### config.mk
export PLATFORM = sky130hd
export DESIGN_NAME = addsub_serial
export DESIGN_NICKNAME = d
export VERILOG_FILES = /design/src/rtl/addsub_serial_pkg.sv /design/src/rtl/addsub_serial_digit.sv /design/src/rtl/addsub_serial.sv
export SDC_FILE = /design/constraint.sdc
export NUM_CORES = 1
export LEC_CHECK = 0
export BUFFER_PORTS_ARGS = -buffer_cell sky130_fd_sc_hd__buf_4
export CORE_ASPECT_RATIO = 2
export CORE_MARGIN = 4
export CORE_UTILIZATION = 37
export DETAILED_ROUTE_END_ITERATION = 10
export GPL_TIMING_DRIVEN = 0
export PLACE_DENSITY = 0.58
export SETUP_SLACK_MARGIN = 0.4
export SYNTH_ARGS = -nofsm -noshare
export SYNTH_HDL_FRONTEND = slang
export SYNTH_SLANG_ARGS = --single-unit
### constraint.sdc
create_clock -name clk -period 4.85 [get_ports clk]
set_clock_uncertainty 0.2 [all_clocks]
set_input_delay 0.7275 -clock clk [delete_from_list [all_inputs] [get_ports clk]]
set_output_delay 0.7275 -clock clk [all_outputs]
set_load 0.02 [all_outputs]
### src/rtl/addsub_serial_pkg.sv
// Shared constants and FSM state encoding for the digit-serial adder/subtractor.
package addsub_serial_pkg;

  localparam int DEF_WIDTH = 16;
  localparam int DEF_DIGIT = 4;

  typedef enum logic [1:0] {
    ST_IDLE = 2'd0,
    ST_RUN  = 2'd1,
    ST_DONE = 2'd2
  } state_t;

endpackage

### src/rtl/addsub_serial_digit.sv
// Combinational DIGIT-bit ripple-carry adder slice; also exposes the carry into its MSB.
module addsub_digit #(
  parameter int DIGIT = 4
) (
  input  logic [DIGIT-1:0] x,
  input  logic [DIGIT-1:0] y,
  input  logic             ci,
  output logic [DIGIT-1:0] sum,
  output logic             co,
  output logic             cmsb
);

  logic [DIGIT:0] c;

  always_comb begin
    c    = '0;
    sum  = '0;
    c[0] = ci;
    for (int i = 0; i < DIGIT; i++) begin
      sum[i]   = x[i] ^ y[i] ^ c[i];
      c[i+1]   = (x[i] & y[i]) | (c[i] & (x[i] ^ y[i]));
    end
  end

  assign co   = c[DIGIT];
  assign cmsb = c[DIGIT-1];

endmodule

### src/rtl/addsub_serial.sv
// Digit-serial adder/subtractor: DIGIT bits per cycle, result and flags held until handshake.
//   state   | meaning
//   IDLE    | ready for a new operation
//   RUN     | one digit added per clock, N clocks total
//   DONE    | result valid, held until out_ready
module addsub_serial
  import addsub_serial_pkg::*;
#(
  parameter int WIDTH = DEF_WIDTH,
  parameter int DIGIT = DEF_DIGIT
) (
  input  logic             clk,
  input  logic             rst_n,
  input  logic             in_valid,
  output logic             in_ready,
  input  logic [WIDTH-1:0] a,
  input  logic [WIDTH-1:0] b,
  input  logic             cin,
  input  logic             sub,
  output logic             out_valid,
  input  logic             out_ready,
  output logic [WIDTH-1:0] s,
  output logic             cout,
  output logic             ovf,
  output logic             zero,
  output logic             neg
);

  localparam int N  = WIDTH / DIGIT;
  localparam int CW = $clog2(N + 1);
  localparam int IW = (WIDTH > 1) ? $clog2(WIDTH) : 1;

  state_t state, state_nxt;

  logic [WIDTH-1:0] a_q, b_q, s_q, res_nxt;
  logic [CW-1:0]    cnt;
  logic             carry;
  logic             cout_q, ovf_q, zero_q, neg_q;
  logic [IW-1:0]    idx;
  logic [DIGIT-1:0] dx, dy, dsum;
  logic             dco, dcmsb;
  logic             last;

  assign idx  = IW'(int'(cnt) * DIGIT);
  assign last = (cnt == CW'(N - 1));
  assign dx   = a_q[idx +: DIGIT];
  assign dy   = b_q[idx +: DIGIT];

  addsub_digit #(.DIGIT(DIGIT)) u_digit (
    .x    (dx),
    .y    (dy),
    .ci   (carry),
    .sum  (dsum),
    .co   (dco),
    .cmsb (dcmsb)
  );

  // Result as it will look after this edge; flags are taken from it on the last digit.
  always_comb begin
    res_nxt              = s_q;
    res_nxt[idx +: DIGIT] = dsum;
  end

  always_ff @(posedge clk) begin
    if (!rst_n) state <= ST_IDLE;
    else        state <= state_nxt;
  end

  always_comb begin
    state_nxt = state;
    case (state)
      ST_IDLE: if (in_valid)              state_nxt = ST_RUN;
      ST_RUN:  if (last)                  state_nxt = ST_DONE;
      ST_DONE: if (out_ready)             state_nxt = ST_IDLE;
      default:                            state_nxt = ST_IDLE;
    endcase
  end

  always_comb begin
    in_ready  = (state == ST_IDLE);
    out_valid = (state == ST_DONE);
  end

  always_ff @(posedge clk) begin
    if (!rst_n) begin
      a_q    <= '0;
      b_q    <= '0;
      s_q    <= '0;
      cnt    <= '0;
      carry  <= 1'b0;
      cout_q <= 1'b0;
      ovf_q  <= 1'b0;
      zero_q <= 1'b0;
      neg_q  <= 1'b0;
    end else begin
      case (state)
        ST_IDLE: begin
          if (in_valid) begin
            a_q   <= a;
            b_q   <= sub ? ~b : b;
            carry <= cin ^ sub;
            cnt   <= '0;
          end
        end
        ST_RUN: begin
          s_q   <= res_nxt;
          carry <= dco;
          cnt   <= cnt + CW'(1);
          if (last) begin
            cout_q <= dco;
            ovf_q  <= dco ^ dcmsb;
            zero_q <= (res_nxt == '0);
            neg_q  <= res_nxt[WIDTH-1];
          end
        end
        default: ;
      endcase
    end
  end

  assign s    = s_q;
  assign cout = cout_q;
  assign ovf  = ovf_q;
  assign zero = zero_q;
  assign neg  = neg_q;

endmodule

==> results.cfg, run 1 <==
[yosys]
synth_edf_count = 0
yosysSeqAreaShare_pct = 40.90
postSynthCellCount = 316
synthFlopType = dfxtp_1
async_reset_ff_share_pct = 0
synth-seq-cells = 58
ys.warnings.count = 0
synth.avg_cell_area_sq_um = 8.984
synth.cell_area_sq_mm = 0.002839
syn_nets = 365
netlist-cell-type-count = 40

[grt]
antenna_found_initial = 0
grt_util_all_layers_pct = 16.74
grt_pass1_vias = 2454
grt_pass1_wl_um = 11990
overflow = 0
grt_max_degree = 11

[floorplan]
row_count = 45
core_area_sq_mm = 0.007545
start_util_pct = 37.63
fp.dieW_um = 69.94
die_area_sq_mm = 0.009224
dieHeight_um = 131.9
ios = 60

[routing]
wirelength_um = 7288
dr.pass1.iters = 4
dr_total_vias = 2445
drtIter0Drc = 60
ant_nets = 0
drt-wirelength-per-cell_um = 15.09
drc_errors = 0
vias_per_cell = 5.062

[sta]
hold_viol_final = 0
setup_slack_ns = 0.7012
period_needed_ns = 4.149
finalSetupTns_ns = 0
rsz0062_at_grt = no
drv_slew = 0
post-route-period-util_pct = 85.54
max_clock_freq_mhz = 241.0
max_slew.worst_pin.slew_ns = 0.5167
relSlewSlack_pct = 65.55
setup_viol = 0

[placement]
gp_congestion = 0.8648
port_buffers = 58
dp.cells = 468
post-place-ws_ns = 0.5001
place_hpwl_um = 5728

[layout]
area_growth_pct = 29.26
n_fill_cell = 805
finalNonFillerCells = 483
final_nets = 434
antenna_cells = 0
layout-drive-gt1-share_pct = 24.42
final_cell_mix = buf_4, dfxtp_1, nor2_1
layout_commonest_cell = buf_4
final_core_util_pct = 48.64

[clock_network]
cts-buffers-inserted = 9
clk_path_buf_depth = 2
cts.sinks = 58
cts_tree = done
cts-root-buf = clkbuf_16
worstSkewPairLatency_ns = 0.34
cts-hold-fix-buffers = 0
cts_setup_buffers = 0
clk_pin_slew_ns = 0.05
cts-htree-levels = 3

[power]
max-vdd-ir-drop_v = 0.0001872
p_total_mw = 1.324
p_leak_nw = 1.452
power.density_mw_per_mm2 = 360.8

[run]
maxCapViolCount = 0

[critical_path]
arrival_ns = 4.20
start_kind = flop
endpoint_kind = flop
critPathSlowestCell = fa_2
critPathMaxFanout = 10
worst-setup-path-type = flop to flop
slowest_delay_ns = 0.66
required_ns = 4.90
cp_cell_sequence = buf_1, buf_4, mux4_2, inv_1, fa_1, inv_1, fa_1, inv_1, fa_1, fa_2, a41oi_1, or4_1, o31ai_2

[status]
status = finished, final reports clean

[hold_path]
hp-class = flop to flop
layer usage:
| layer | track usage (%) | routed length [um] |
|---|---|---|
| met3 | 4.046 | 299 |
| met2 | 32.14 | 4226 |
| met4 | 8.316 | 189 |
| met1 | 15.95 | 2574 |
| met5 | 0 | 0 |
report_power, final:
part           switching (mW)  total, mW  internal (mW)
combinational           0.120      0.228          0.108
clock                   0.210      0.577          0.367
sequential             0.0151      0.520          0.504
total                   0.345       1.32          0.978
cell usage after synthesis (all sizes together) (2+ instances only):
| cell | n | share of area (%) |
|---|---|---|
| a211oi | 21 | 5.6 |
| a21oi | 21 | 3.7 |
| a2bb2oi | 13 | 4.0 |
| a31oi | 3 | 0.66 |
| a41oi | 2 | 0.62 |
| buf | 8 | 1.6 |
| clkbuf | 14 | 1.9 |
| dfxtp | 58 | 41 |
| fa | 4 | 2.8 |
| ha | 7 | 3.1 |
| inv | 16 | 2.1 |
| mux4 | 8 | 6.3 |
| nand2 | 40 | 5.3 |
| nand2b | 4 | 0.88 |
| nand3 | 7 | 1.2 |
| nand3b | 4 | 1.1 |
| nand4 | 3 | 0.88 |
| nor2 | 43 | 5.7 |
| nor2b | 3 | 0.66 |
| nor3b | 2 | 0.53 |
| o21bai | 4 | 1.3 |
| xnor2 | 17 | 5.2 |
critical path, delay by kind of cell (launching register included):
kind	cells	cell delay [ns]
AO/OA/AOI/OAI	2	0.33
flip-flops	1	0.38
adder cells (fa/ha/maj)	4	1.62
buffers and inverters	5	0.75
AND/OR/NAND/NOR	1	0.57
multiplexers	1	0.21
final timing paths:
check | start | to | slack, ns | cells past startpoint
worst max-delay path | cnt[0] | zero | 0.70 | 13
worst min-delay path | a_q[6] | a_q[6] | 0.25 | 2
worst max register to register | cnt[0] | zero | 0.70 | 13
worst min register to register | a_q[6] | a_q[6] | 0.25 | 2
area by class of cell:
type	instances	area [sq um]	share of cell area, %
inverter	16	60.06	1.637
clock inverter	3	15.01	0.4091
multi-input combinational	220	1523	41.49
tap	94	117.6	3.205
timing repair buffer	58	435.4	11.86
sequential	58	1161	31.64
buffer	22	101.3	2.762
clock buffer	12	256.5	6.989
registers in the layout, summed over array words and instances, names as in the netlist, 2 cells and up:
name	cells
cnt	3
s	16
a_q	16
b_q	16
state	2
metrics by stage:
step,area [sq um],hold slack [ns]
6_report,3670,0.2501
5_1_grt,3670,0.2700
4_1_cts,3664,0.2544
3_5_place_dp,3392,0.2472
3_3_place_gp,3392,0.2393
2_1_floorplan,2839,0.2331
logic make-up (layout without fill, tap and decap cells):
kind of cell / count (synthesis) / count (layout) / synth area share (%)
buf+inv: 38 / 111 / 5.553
fa+ha+maj: 11 / 11 / 5.906
compound gates: 70 / 70 / 17.67
flops: 58 / 58 / 40.90
xor+xnor: 18 / 18 / 5.553
mux: 8 / 8 / 6.346
simple gates: 113 / 113 / 18.07
what timing repair did:
item                                    4_1_cts  5_1_grt
gates resized for setup                       0        6
endpoints found under the setup margin        0        1
hold endpoints to repair                      0        0
Note: power is estimated with default switching activity, not from simulation.
==> inputs of run 2 (changes only) <==
--- a/config.mk
+++ b/config.mk
@@ -9,10 +9,12 @@
 export CORE_ASPECT_RATIO = 2
 export CORE_MARGIN = 4
 export CORE_UTILIZATION = 37
+export CTS_CLUSTER_SIZE = 30
 export DETAILED_ROUTE_END_ITERATION = 10
 export GPL_TIMING_DRIVEN = 0
 export PLACE_DENSITY = 0.58
 export SETUP_SLACK_MARGIN = 0.4
+export SKIP_CTS_REPAIR_TIMING = 1
 export SYNTH_ARGS = -nofsm -noshare
 export SYNTH_HDL_FRONTEND = slang
 export SYNTH_SLANG_ARGS = --single-unit
==> constraint.sdc (replaced) <==
create_clock -name clk -period 5.2 [get_ports clk]
set_clock_uncertainty 0.2 [all_clocks]
set_input_delay 0.78 -clock clk [delete_from_list [all_inputs] [get_ports clk]]
set_output_delay 0.78 -clock clk [all_outputs]
set_load 0.02 [all_outputs]
==> results.cfg, run 2 (same netlist as run 1, synthesis figures left out) <==
[power]
p_sw_mw = 0.3214
sw_frac_of_total_pct = 26.07
p_seq_share_pct = 39.3
combPwrFrac_pct = 17.1
p_int_mw = 0.9115
clock_power_share_pct = 43.6
max-vdd-ir-drop_v = 0.0001745
power.density_mw_per_mm2 = 336.5
p_leak_nw = 1.448

[sta]
drv_slew = 0
setup_viol = 0
max_clock_freq_mhz = 231.1
period_needed_ns = 4.328
hold_slack_ns = 0.2518
rsz0062_at_grt = no
relSlewSlack_pct = 56.06
setup_slack_ns = 0.8721
finalSetupTns_ns = 0
max_slew.worst_pin.slew_ns = 0.6591
post-route-period-util_pct = 83.23
hold_viol_final = 0

[critical_path]
slowest_delay_ns = 0.69
cp_cell_sequence = clkbuf_1, buf_2, mux4_2, inv_1, fa_1, inv_1, fa_1, inv_1, fa_1, fa_1, a41oi_1, or4_1, o31ai_2
cp_num_buf_inv = 5
required_ns = 5.25
path_common_cell = fa_1
start_kind = flop
critPathSlowestCell = fa_1
arrival_ns = 4.38
critPathTopFamily = adder cells
worst-setup-path-type = flop to flop
endpoint_kind = flop
critPathMaxFanout = 10

[routing]
wirelength_um = 7262
dr_total_vias = 2435
dr.pass1.iters = 4
drtIter0Drc = 65
ant_nets = 0
drt-wirelength-per-cell_um = 15.04
drc_errors = 0
vias_per_cell = 5.041

[layout]
fin_area_sq_mm = 0.003664
final_nets = 434
antenna_cells = 0
layout-drive-gt1-share_pct = 23.91
final_cell_mix = dfxtp_1, buf_4, nor2_1
area_growth_pct = 29.04
finalNonFillerCells = 483

[clock_network]
cts-buffers-inserted = 9
cts-root-buf = clkbuf_16
cts-htree-levels = 3
clk_path_buf_depth = 2
clk_pin_slew_ns = 0.05
worstSkewPairLatency_ns = 0.33
cts.sinks = 58
cts_tree = done

[floorplan]
ios = 60
dieHeight_um = 131.9
core_area_sq_mm = 0.007545
row_count = 45
fp.dieW_um = 69.94
start_util_pct = 37.63
die_area_sq_mm = 0.009224

[grt]
grt_pass1_wl_um = 11990
overflow = 0
grt_max_degree = 11
grt_util_all_layers_pct = 16.74
grt_pass1_vias = 2454
antenna_found_initial = 0

[placement]
place_hpwl_um = 5728
gp_congestion = 0.8648
post-place-ws_ns = 0.8501
dp.cells = 468
dpl_cell_area_sq_mm = 0.003392
port_buffers = 58

[hold_path]
hp-class = flop to flop

[run]
maxCapViolCount = 0

[status]
status = finished, final reports clean
[run 2: cell types whose count changed in the layout (fill, tap and decap cells not counted)]
cell / before / now
buf_1: 2 / 1
buf_2: 5 / 6
buf_4: 59 / 58
clkbuf_1: 13 / 15
clkbuf_2: 1 / 0
fa_1: 3 / 4
fa_2: 1 / 0
[run 2: worst paths after layout]
| kind | startpoint | end | slack (ns) | cells after the start |
|---|---|---|---|---|
| max | cnt[0] | zero | 0.87 | 13 |
| min | a_q[6] | a_q[6] | 0.25 | 2 |
| max reg2reg | cnt[0] | zero | 0.87 | 13 |
| min reg2reg | a_q[6] | a_q[6] | 0.25 | 2 |
[run 2: area by class of cell]
type	count	area (sq um)
buffer	22	97.59
clock buffer	12	256.5
clock inverter	3	15.01
fill	804	3881
inverter	16	60.06
multi-input combinational	220	1520
sequential	58	1161
tap	94	117.6
timing repair buffer	58	435.4
[run 2: routing by layer]
metal  vias up  global-route usage [%]  wire (um)
met5         -                       0          0
met4         0                   8.316        189
met3        15                   4.046        321
met2        59                   32.14       4211
met1      1126                   15.95       2540
li1       1235                       -          -
[run 2: worst reg2reg max path, stage by stage (launching register included)]
cell and delay, ns:
dfxtp_1 0.38, clkbuf_1 0.28, buf_2 0.36, mux4_2 0.25, inv_1 0.07, fa_1 0.38
inv_1 0.07, fa_1 0.15, inv_1 0.05, fa_1 0.43, fa_1 0.69, a41oi_1 0.19
or4_1 0.57, o31ai_2 0.18
[run 2: through the flow]
stage / utilization [%] / power [mW]
after floorplan: - / 0.6335
after global placement: 44.96 / 0.7046
after detailed placement: 44.96 / 0.7071
after CTS: 48.56 / 1.243
after global routing: 48.56 / 1.288
final: 48.56 / 1.233
[run 2: power by group through the flow]
stage / Combinational [mW] / Clock, mW / Sequential [mW]
floorplan: 0.140 / 0 / 0.494
global placement: 0.212 / 0 / 0.493
detailed placement: 0.214 / 0 / 0.493
CTS: 0.214 / 0.544 / 0.485
global route: 0.233 / 0.568 / 0.487
finish: 0.211 / 0.537 / 0.484
==> inputs of run 3 (changes only) <==
--- a/config.mk
+++ b/config.mk
@@ -12,7 +12,7 @@
 export CTS_CLUSTER_SIZE = 30
 export DETAILED_ROUTE_END_ITERATION = 10
 export GPL_TIMING_DRIVEN = 0
-export PLACE_DENSITY = 0.58
+export PLACE_DENSITY = 0.6
 export SETUP_SLACK_MARGIN = 0.4
 export SKIP_CTS_REPAIR_TIMING = 1
 export SYNTH_ARGS = -nofsm -noshare
==> constraint.sdc (replaced) <==
create_clock -name clk -period 3.5 [get_ports clk]
set_clock_uncertainty 0.2 [all_clocks]
set_input_delay 0.525 -clock clk [delete_from_list [all_inputs] [get_ports clk]]
set_output_delay 0.525 -clock clk [all_outputs]
set_load 0.02 [all_outputs]
==> results.cfg, run 3 (same netlist as run 1, synthesis figures left out) <==
[sta]
max_slew.worst_pin.slew_ns = 0.6923
max_clock_freq_mhz = 272.0
rsz0062_at_grt = yes
relSlewSlack_pct = 53.75
hold_viol_final = 0
post-route-period-util_pct = 105.0
drv_slew = 0
setup_viol = 1
setup_slack_ns = -0.1764
period_needed_ns = 3.676
finalSetupTns_ns = -0.1764
hold_slack_ns = 0.2526

[routing]
vias_per_cell = 5.076
dr.pass1.iters = 4
ant_nets = 0
drt-wirelength-per-cell_um = 15.76
dr_total_vias = 2533
drc_errors = 0
drtIter0Drc = 143
wirelength_um = 7864

[critical_path]
endpoint_kind = flop
required_ns = 3.54
start_kind = flop
arrival_ns = 3.71
worst-setup-path-type = flop to flop
critPathMaxFanout = 5

[power]
p_int_mw = 1.475
combPwrFrac_pct = 19.2
p_leak_nw = 1.558
p_seq_share_pct = 36.6
sw_frac_of_total_pct = 25.02
power.density_mw_per_mm2 = 501.3
p_sw_mw = 0.4922
max-vdd-ir-drop_v = 0.0002907
clock_power_share_pct = 44.2
p_total_mw = 1.967

[layout]
final_nets = 449
antenna_cells = 0
final_cell_mix = buf_4, dfxtp_1, nor2_1
n_fill_cell = 759
layout-drive-gt1-share_pct = 31.11
area_growth_pct = 38.25
finalNonFillerCells = 499
final_core_util_pct = 52.02
layout_commonest_cell = buf_4
fin_area_sq_mm = 0.003925

[grt]
grt_max_degree = 11
grt_util_all_layers_pct = 16.97
antenna_found_initial = 0
grt_pass1_wl_um = 12230
overflow = 0
grt_pass1_vias = 2504

[floorplan]
start_util_pct = 37.63
core_area_sq_mm = 0.007545
fp.dieW_um = 69.94
ios = 60
row_count = 45
die_area_sq_mm = 0.009224
dieHeight_um = 131.9

[clock_network]
cts-root-buf = clkbuf_16
cts_tree = done
clk_pin_slew_ns = 0.05
cts.sinks = 58
clk_path_buf_depth = 2
worstSkewPairLatency_ns = 0.32
cts-buffers-inserted = 9
cts-htree-levels = 3

[placement]
dp.cells = 468
post-place-ws_ns = -0.3282
port_buffers = 58
place_hpwl_um = 5766
gp_congestion = 0.8898
dpl_cell_area_sq_mm = 0.003427

[status]
status = finished with violations
violations = negative setup slack

[hold_path]
hp-class = input port to flop

[run]
maxCapViolCount = 0
-- run 3: area by class of cell --
| cell class | instances | area [sq um] | share of cell area (%) |
|---|---|---|---|
| multi-input cells | 220 | 1582 | 40.29 |
| flip-flops and latches | 58 | 1166 | 29.71 |
| repair buffers | 73 | 569.3 | 14.50 |
| clock buffers | 14 | 264.0 | 6.726 |
| plain buffers | 22 | 131.4 | 3.347 |
| well taps | 94 | 117.6 | 2.997 |
| inverters | 16 | 60.06 | 1.530 |
| clock inverters | 2 | 35.03 | 0.8926 |
-- run 3: power groups by stage --
stage	clock, mW	sequential [mW]	combinational [mW]
6_report	0.870	0.720	0.377
5_1_grt	0.915	0.723	0.411
4_1_cts	0.891	0.721	0.329
3_5_place_dp	0	0.733	0.328
3_3_place_gp	0	0.732	0.325
2_1_floorplan	0	0.734	0.215
-- run 3: per-layer routing --
layer / GRT usage [%] / vias up / wire length, um
li1: - / 1262 / -
met1: 16.08 / 1179 / 2798
met2: 33.19 / 77 / 4557
met3: 4.122 / 15 / 343
met4: 7.356 / 0 / 164
met5: 0 / - / 0
-- run 3: final timing paths --
check                           startpoint      end  slack, ns  depth (start not counted)
worst max-delay path                cnt[0]     zero      -0.18                         13
worst min-delay path                 a[11]  a_q[11]       0.25                          3
worst max register to register      cnt[0]     zero      -0.18                         13
worst min register to register      a_q[7]   a_q[7]       0.25                          2
-- run 3: worst max-delay path: stages, from the launching register on --
cell	delay (ns)
dfxtp_4	0.34
buf_8	0.12
buf_12	0.12
mux4_2	0.33
inv_2	0.04
fa_2	0.32
inv_2	0.06
fa_2	0.18
inv_2	0.04
fa_2	0.36
fa_2	0.61
a41oi_2	0.12
or4_4	0.55
o31ai_2	0.18
